==> src/rtl/game_flow_ctrl.sv <==
// ============================================================================
// game_flow_ctrl : five-state jetpack-runner flow sequencer (start, countdown,
//                  playing, paused, game-over) with lives and input lockout.
// Revision 1.0
// ============================================================================
`default_nettype none

module game_flow_ctrl #(
  parameter int LIVES           = 3,
  parameter int COUNTDOWN_TICKS = 3,
  parameter int HOLD_TICKS      = 2,
  parameter int LW              = $clog2(LIVES + 1),
  parameter int CW              = $clog2(((COUNTDOWN_TICKS > HOLD_TICKS) ?
                                          COUNTDOWN_TICKS : HOLD_TICKS) + 1)
) (
  input  logic          clk,
  input  logic          reset,
  input  logic          start,
  input  logic          pause,
  input  logic          hit,
  input  logic          tick,
  output logic [2:0]    game_state,
  output logic [LW-1:0] lives,
  output logic [CW-1:0] countdown,
  output logic          playing,
  output logic          round_start
);

  typedef enum logic [2:0] {
    ST_START     = 3'b000,
    ST_PLAYING   = 3'b001,
    ST_GAME_OVER = 3'b010,
    ST_COUNTDOWN = 3'b011,
    ST_PAUSED    = 3'b100
  } state_t;

  state_t          state_q, state_d;
  logic [LW-1:0]   lives_q, lives_d;
  logic [CW-1:0]   cnt_q, cnt_d;
  logic            round_start_q, round_start_d;
  logic            playing_q;
  logic            start_q, pause_q;
  logic            start_p, pause_p;

  // Edge registers come out of reset high so a held button must be re-pressed.
  assign start_p = start & ~start_q;
  assign pause_p = pause & ~pause_q;

  always_ff @(posedge clk) begin
    if (reset) begin
      state_q       <= ST_START;
      lives_q       <= '0;
      cnt_q         <= '0;
      round_start_q <= 1'b0;
      playing_q     <= 1'b0;
      start_q       <= 1'b1;
      pause_q       <= 1'b1;
    end else begin
      state_q       <= state_d;
      lives_q       <= lives_d;
      cnt_q         <= cnt_d;
      round_start_q <= round_start_d;
      playing_q     <= (state_d == ST_PLAYING);
      start_q       <= start;
      pause_q       <= pause;
    end
  end

  always_comb begin
    state_d       = state_q;
    lives_d       = lives_q;
    cnt_d         = cnt_q;
    round_start_d = 1'b0;
    unique case (state_q)
      ST_START: begin
        if (start_p) begin
          state_d = ST_COUNTDOWN;
          lives_d = LW'(LIVES);
          cnt_d   = CW'(COUNTDOWN_TICKS);
        end
      end
      ST_COUNTDOWN: begin
        if (tick) begin
          if (cnt_q <= CW'(1)) begin
            state_d       = ST_PLAYING;
            cnt_d         = '0;
            round_start_d = 1'b1;
          end else begin
            cnt_d = cnt_q - CW'(1);
          end
        end
      end
      ST_PLAYING: begin
        if (hit) begin
          if (lives_q <= LW'(1)) begin
            state_d = ST_GAME_OVER;
            lives_d = '0;
            cnt_d   = CW'(HOLD_TICKS);
          end else begin
            state_d = ST_COUNTDOWN;
            lives_d = lives_q - LW'(1);
            cnt_d   = CW'(COUNTDOWN_TICKS);
          end
        end else if (pause_p) begin
          state_d = ST_PAUSED;
        end
      end
      ST_PAUSED: begin
        if (pause_p || start_p) begin
          state_d = ST_PLAYING;
        end
      end
      ST_GAME_OVER: begin
        // A tick that drains the lockout swallows a coincident start press.
        if (tick && (cnt_q != '0)) begin
          cnt_d = cnt_q - CW'(1);
        end else if (start_p && (cnt_q == '0)) begin
          state_d = ST_START;
        end
      end
      default: begin
        state_d = ST_START;
        lives_d = '0;
        cnt_d   = '0;
      end
    endcase
  end

  assign game_state  = state_q;
  assign lives       = lives_q;
  assign countdown   = cnt_q;
  assign playing     = playing_q;
  assign round_start = round_start_q;

endmodule

`default_nettype wire
==> config.mk <==
export PLATFORM = sky130hd
export DESIGN_NAME = game_flow_ctrl
export DESIGN_NICKNAME = d
export VERILOG_FILES = /design/src/rtl/game_flow_ctrl.sv
export SDC_FILE = /design/constraint.sdc
export NUM_CORES = 1
export LEC_CHECK = 0
export CAP_MARGIN = 20
export CORE_AREA = 2 2 40 42
export DETAILED_ROUTE_END_ITERATION = 12
export DIE_AREA = 0 0 42 44
export DONT_BUFFER_PORTS = 1
export PLACE_DENSITY = 0.62
export SYNTH_ARGS = -nofsm -noshare
export SYNTH_HDL_FRONTEND = slang
export SYNTH_SLANG_ARGS = --single-unit
==> constraint.sdc <==
create_clock -name clk -period 2.25 [get_ports clk]
set_input_delay 0.3375 -clock clk [delete_from_list [all_inputs] [get_ports clk]]
set_output_delay 0.3375 -clock clk [all_outputs]
set_load 0.02 [all_outputs]
Yosys cells after proc, flatten, opt, wreduce, memory -nomap -nowiden
Index checks and enable logic that the tools add are counted.

Output and inout port bits: 9. Word-level logic and storage cells: 59. Bits in registers: 11.

Bitwise logic cells: 8. Add/subtract/negate cells: 2. Equal/unequal tests: 9. $lt $le $gt $ge: 2. Reduce and logical (&&, ||, !) cells: 10. Muxes and demuxes: 21.

Operator list (count): $mux W3 (8); $pmux W3 S5 (1); $mux W2 (7); $pmux W2 S5 (1); $ne A2 B2 Y1 const B (4); $eq A3 B1 Y1 const B (2); $eq A3 B2 Y1 const B (2); $not A1 Y1 (6); $pmux W2 S3 (1); $reduce_or A3 Y1 (2); $reduce_and A5 Y1 (1); $le A2 B1 Y1 const B (2); $sub A2 B1 Y2 const B (2); $eq A3 B3 Y1 const B (1); $logic_not A3 Y1 (1); $mux W1 (3); $reduce_and A3 Y1 (1); $and A1 B1 Y1 (2); $logic_and A1 B1 Y1 (2); $logic_not A2 Y1 (1); $reduce_bool A2 Y1 (1); $logic_or A1 B1 Y1 (1).

Depth between registers and ports, before layout
Gate-level depths: netlist of run 1.

Depth after elaboration: 7. Mapped depth: 6. Mapped depth without buffers: 6.

Least setup slack after synthesis of run 1
No wires, ideal clock.

Kind: reg2reg. Start point: reg cnt_q[1] (netlist: countdown[1]). End point: reg playing_q (netlist: playing). Setup slack: 0.541 ns. Cell stages (with the launch flop): 7. Data arrival time: 1.592 ns. Library setup time: 0.117 ns. Path through: dfxtp_1 inv_1 ha_1 nand2b_1 a311o_1 a21oi_1 and4b_1.

Longest elaborated chain between the ends: 6. Elaborated cells on any way between the ends: 11.

RTL lines: from (decl) (RTL line 39) `logic [CW-1:0] cnt_q, cnt_d;`; from (signal assigned) (RTL line 61) `cnt_q <= cnt_d;`; parallel branches: the longest is 4 deep, another holds $le A2 B1 Y1; $pmux W3 S5 * (RTL line 74) `unique case (state_q)`; $eq A3 B1 Y1 * (RTL line 63) `playing_q <= (state_d == ST_PLAYING);`; to (signal assigned) (RTL line 63); to (decl) (RTL line 41) `logic playing_q;`.

Every way passes the cells marked *. A chain may end at the register's enable or synchronous reset.

Final worst setup path of run 1
Ends and elaborated chain as after synthesis.

==> reports/results.tsv, run 1 <==
metric	value	unit
synth_top_family_by_area	simple AND/OR/NAND/NOR gates	
clock_sinks	11	
status	completed	
synth_top_cell_by_area	dfxtp_1	
worst_pin_slew	0.650	ns
ys_types	37	
start_util	47.4	%
ant_nets	0	
netlist_area	672	sq um
core	1420	sq um
place.gp.congestion	0.743	
yosys-mux-area-fraction	4.66	%
cts.htree.levels	1	
diodes	0	
routedWlPerCell	14.0	microns
drv_cap	0	
syn_avg_cell_area	8.40	sq um
setup-tns-final	0	ns
grt_max_degree	17	
numCtsBuffers	3	
drive_above_1_share	8.64	%
drcViolationCount	0	
synthXorXnorAreaFrac	0	%
first_pass_iters	4	
routed_wl	1360	microns
startpoint_type	register	
num_vias	567	
port-buffer-count	0	
overflow	0	
setup_ws	0.414	ns
fin_nets	92	
period_minus_slack	1.84	ns
yosys_register_bits	11	
synthTopCellsByArea	dfxtp_1, ha_1, a21oi_1	
post_cts_buffers	0	
syn_nets	90	
hold_viol	0	
die_w	42	microns
report.final.slew_viol_count	0	
r2r_slack	0.41	ns
clk_latency	0.27	ns
netlist.area_leader.share	32.8	%
clock-root-buffer	clkbuf_4	
period_share	81.6	%
track_usage	16.4	%
synthCells	80	
yosys.area_share.simple	25.9	%
grt_pass1_wl	2240	microns
cp.required	2.41	ns
synth_fa_ha_area_share	7.45	%
grt_pass1_vias	487	
nFillCells	140	
area_growth	4.28	%
io_pins	15	
synth_compound_area_share	23.3	%
end_kind	register	
ys_seq_area_share	32.8	%
dieHeight	44	microns
finalSetupViolations	0	
rsz0062_at_grt	no	
layout_commonest_cell	dfxtp_1	
viasPerCell	5.85	
worst_ep_arrival_time	2.00	ns
p_leak	0.000269	uW
antenna_found_initial	0	
ctsResizeCount	0	
final_cell_mix	dfxtp_1, nor2_1, a21oi_1	
crit_fanout	6	
finClkSkew	0.00461	ns
hpwl	979	microns
ir_worst_vdd	0.271	mV
clockBufferDepth	2	
crit_type	reg2reg	
die_area	1850	sq um
preCtsSetupSlack	0.410	ns
cts_hold_buffers	0	
max_freq	545	MHz
powerDensity	737	nW/um^2
ys_warn_count	0	
worst_slew_margin_rel	56.6	%
num_rows	14	
cts_tree	done	
min-delay-path-class	in2reg	
clk_pin_slew	0.08	ns
drtIter0Drc	22	
## Yosys cell counts (all sizes together)
library cell,number
nand2b,4
a21boi,1
a22oi,1
and3,1
nor3b,1
and4b,1
ha,4
nor3,1
or3,1
clkbuf,1
nand2,1
or2,3
o31ai,1
o21ai,5
a211oi,1
a21oi,7
a32oi,1
buf,3
nor2b,5
o2bb2ai,1
o211ai,1
or3b,1
mux2i,2
a311o,2
nand4b,1
and2,1
inv,4
nor2,8
dfxtp,11
nand4,1
mux2,1
a31oi,1
o22ai,1
o22a,1
## through the flow
stage          cell area (sq um)  hold WS (ns)  util [%]  instances  power (uW)
4_1_cts                      701         0.122      49.4         97         521
5_1_grt                      701         0.119      49.4         97         550
3_5_place_dp                 674         0.413      47.5         93         382
6_report                     701         0.124      49.4         97         516
2_1_floorplan                672         0.444         -         80         362
3_3_place_gp                 674         0.411      47.5         93         381
## cell type report
class	count	area, sq um	area share (%)
multi-input combinational	61	412	58.8
sequential	11	220	31.4
clock buffer	4	26.3	3.75
tap	16	20.0	2.86
inverter	4	15.0	2.14
timing repair buffer	1	7.51	1.07
## worst max-delay path: stages (launching register included)
cell and delay, ns:
dfxtp_1 0.54, inv_1 0.12, ha_1 0.20, nand2b_1 0.15, a311o_1 0.36, a21oi_1 0.16, and4b_1 0.21
## registers in the layout, summed over array words and instances, names as in the netlist
signal       cells
game_state       3
countdown        2
lives            2
pause_q          1
playing          1
round_start      1
start_q          1
## cells by family after synthesis
kind of cell,after synthesis
simple gates,30
buf+inv,8
flops,11
mux,3
fa+ha+maj,4
compound gates,24
## routing by layer
metal	track usage [%]	vias to the layer above	wire length, microns
li1	-	292	-
met1	22.6	257	679
met2	23.4	16	581
met3	4.58	2	91
met4	7.74	0	4
met5	0	-	0
## where the power goes
| group | switching (uW) | internal, uW | leakage [uW] |
|---|---|---|---|
| clock | 70.0 | 68.6 | 0.0000150 |
| combinational | 59.5 | 57.2 | 0.000163 |
| sequential | 47.0 | 214 | 0.0000904 |
| total | 176 | 340 | 0.000269 |
## final timing paths
kind	from	cells past startpoint	endpoint
max	countdown[1]$_SDFFE_PP0P_	6	playing$_SDFF_PP0_
min reg2reg	lives[0]$_SDFFE_PP0P_	2	lives[0]$_SDFFE_PP0P_
max reg2reg	countdown[1]$_SDFFE_PP0P_	6	playing$_SDFF_PP0_
min	reset	1	lives[1]$_SDFFE_PP0P_
Power figures use the tool's default switching activity.
==> run 2, diff against run 1 <==
--- a/config.mk
+++ b/config.mk
@@ -10,7 +10,7 @@
 export DETAILED_ROUTE_END_ITERATION = 12
 export DIE_AREA = 0 0 42 44
 export DONT_BUFFER_PORTS = 1
-export PLACE_DENSITY = 0.62
+export PLACE_DENSITY = 0.64
 export SYNTH_ARGS = -nofsm -noshare
 export SYNTH_HDL_FRONTEND = slang
 export SYNTH_SLANG_ARGS = --single-unit
==> constraint.sdc (replaced) <==
create_clock -name clk -period 1.61 [get_ports clk]
set_input_delay 0.2415 -clock clk [delete_from_list [all_inputs] [get_ports clk]]
set_output_delay 0.2415 -clock clk [all_outputs]
set_load 0.02 [all_outputs]
==> reports/results.tsv, run 2 (synthesis gave the netlist of run 1 again) <==
metric	value	unit	change
ir_worst_vdd	0.686	mV	+150%
end_kind	register		
cts_tree	done		
worst_ep_arrival_time	1.69	ns	-0.31 ns
p_switching	243	uW	+38%
nFillCells	131		-6.4%
cp.required	1.77	ns	-0.64 ns
num_vias	585		+3.2%
cts_hold_buffers	0		unchanged
worst_pin_slew	0.370	ns	-0.280 ns
port-buffer-count	0		unchanged
powerDensity	978	nW/um^2	+33%
period_share	95.1	%	+14 points
p_total	742	uW	+44%
core	1420	sq um	unchanged
first_pass_iters	3		-1
ff_latch_area	221	sq um	+0.57%
area_growth	12.8	%	
report.final.slew_viol_count	0		unchanged
cts.htree.levels	1		unchanged
power.switching_fraction	32.8	%	-1.3 points
post_cts_buffers	0		unchanged
pwr-share-comb	29.4	%	+6.8 points
post_dp_cell_area	728	sq um	+8.0%
clk_pin_slew	0.07	ns	about the same
hold_viol	0		unchanged
place.gp.congestion	0.746		+0.47%
crit_fanout	3		-3
pwr-share-clk	24.5	%	-2.4 points
overflow	0		unchanged
top_usage_layer	met2		
period_minus_slack	1.53	ns	-0.305 ns
fin_nets	99		+7.6%
largest_reg_flops	3		unchanged
diodes	0		unchanged
die_area	1850	sq um	unchanged
status	completed		
use_met2	30.0	%	+6.6 points
clock_sinks	11		unchanged
num_rows	14		unchanged
finClkSkew	0.00763	ns	+0.00302 ns
clock-root-buffer	clkbuf_4		
track_usage	17.5	%	+1.1 points
start_util	47.4	%	unchanged
grt_pass1_vias	553		+14%
p_int	498	uW	+47%
ant_nets	0		unchanged
final_cell_mix	dfxtp_1, nor2_1, buf_4		
drv_cap	0		unchanged
grt_max_degree	12		-5
die_w	42	microns	unchanged
antenna_found_initial	0		unchanged
startpoint_type	register		
min-delay-path-class	in2reg		
viasPerCell	5.63		-3.8%
layout_commonest_cell	dfxtp_1		
clockBufferDepth	2		unchanged
whs	0.0412	ns	-0.0831 ns
worst_slew_margin_rel	75.3	%	+19 points
sequentialPowerShare	46.1	%	-4.4 points
drive_above_1_share	18.2	%	+9.5 points
met1_usage	20.4	%	-2.3 points
routed_wl	1440	microns	+6.3%
finalInstanceArea	758	sq um	+8.2%
multi_input_area	415	sq um	+0.91%
hpwl	1100	microns	+12%
max_freq	653	MHz	+20%
routedWlPerCell	13.9	microns	-0.82%
io_pins	15		unchanged
clk_latency	0.26	ns	about the same
ctsResizeCount	0		unchanged
numCtsBuffers	3		unchanged
drtIter0Drc	10		-55%
grt_pass1_wl	2450	microns	+9.2%
crit_type	reg2reg		
drcViolationCount	0		unchanged
p_leak	0.000306	uW	+14%
gr-usage-met3	7.92	%	+3.3 points
finalSetupViolations	0		unchanged
dieHeight	44	microns	unchanged
run 2: changes by cell type in the layout (fill, tap and decap cells not counted):
cell | before | now
a21oi_2 | 0 | 1
buf_4 | 1 | 8
dfxtp_1 | 11 | 10
dfxtp_2 | 0 | 1
a21oi_1 | 7 | 6
run 2: cell type report:
class / instances / share of cell area, %
inverters: 4 / 1.98
well taps: 16 / 2.64
multi-input cells: 61 / 54.8
repair buffers: 8 / 7.92
clock buffers: 4 / 3.47
flip-flops and latches: 11 / 29.2
run 2: path summary, 6_finish.rpt:
check,startpoint,slack [ns],cells past startpoint,to
max reg2reg,countdown[1]$_SDFFE_PP0P_,0.08,6,playing$_SDFF_PP0_
min,reset,0.04,1,countdown[1]$_SDFFE_PP0P_
max,countdown[1]$_SDFFE_PP0P_,0.08,6,playing$_SDFF_PP0_
min reg2reg,lives[0]$_SDFFE_PP0P_,0.62,2,lives[0]$_SDFFE_PP0P_
run 2: critical path, cell delays in order, from the launching register on:
cell and delay (ns):
dfxtp_2 0.33, inv_1 0.06, ha_1 0.16, nand2b_1 0.15
a311o_1 0.37, a21oi_2 0.15, and4b_1 0.20
run 2: stage by stage:
step	util [%]	setup TNS (ns)	worst slack, ns	std cells
2_1_floorplan	-	0	0.0260	80
3_3_place_gp	51.3	0	0.104	100
3_5_place_dp	51.3	0	0.102	100
4_1_cts	53.2	0	0.0755	104
5_1_grt	53.4	-0.00136	-0.00136	104
6_report	53.4	0	0.0788	104
run 2: power groups by stage:
stage	logic [uW]	registers [uW]	clock network, uW
3_3_place_gp	215	347	0
5_1_grt	246	347	196
4_1_cts	218	342	187
2_1_floorplan	146	361	0
3_5_place_dp	216	347	0
6_report	218	342	182
run 2: per-layer routing:
layer | vias up | share of wire [%]
met5 | - | 0
met4 | 0 | 0
li1 | 302 | -
met2 | 15 | 47
met1 | 268 | 46
met3 | 0 | 6.2
==> run 3, diff against run 2 <==
--- a/config.mk
+++ b/config.mk
@@ -10,7 +10,9 @@
 export DETAILED_ROUTE_END_ITERATION = 12
 export DIE_AREA = 0 0 42 44
 export DONT_BUFFER_PORTS = 1
+export MAX_ROUTING_LAYER = met4
 export PLACE_DENSITY = 0.64
 export SYNTH_ARGS = -nofsm -noshare
 export SYNTH_HDL_FRONTEND = slang
 export SYNTH_SLANG_ARGS = --single-unit
+export TNS_END_PERCENT = 10
==> results of run 3 <==
No change in the layout: final DEF, timing and power equal those of run 2.
Main changes from that run: final weighted congestion in routability-driven placement 0.746 -> 0.756; overall routing resource usage 17.5% -> 18.1%
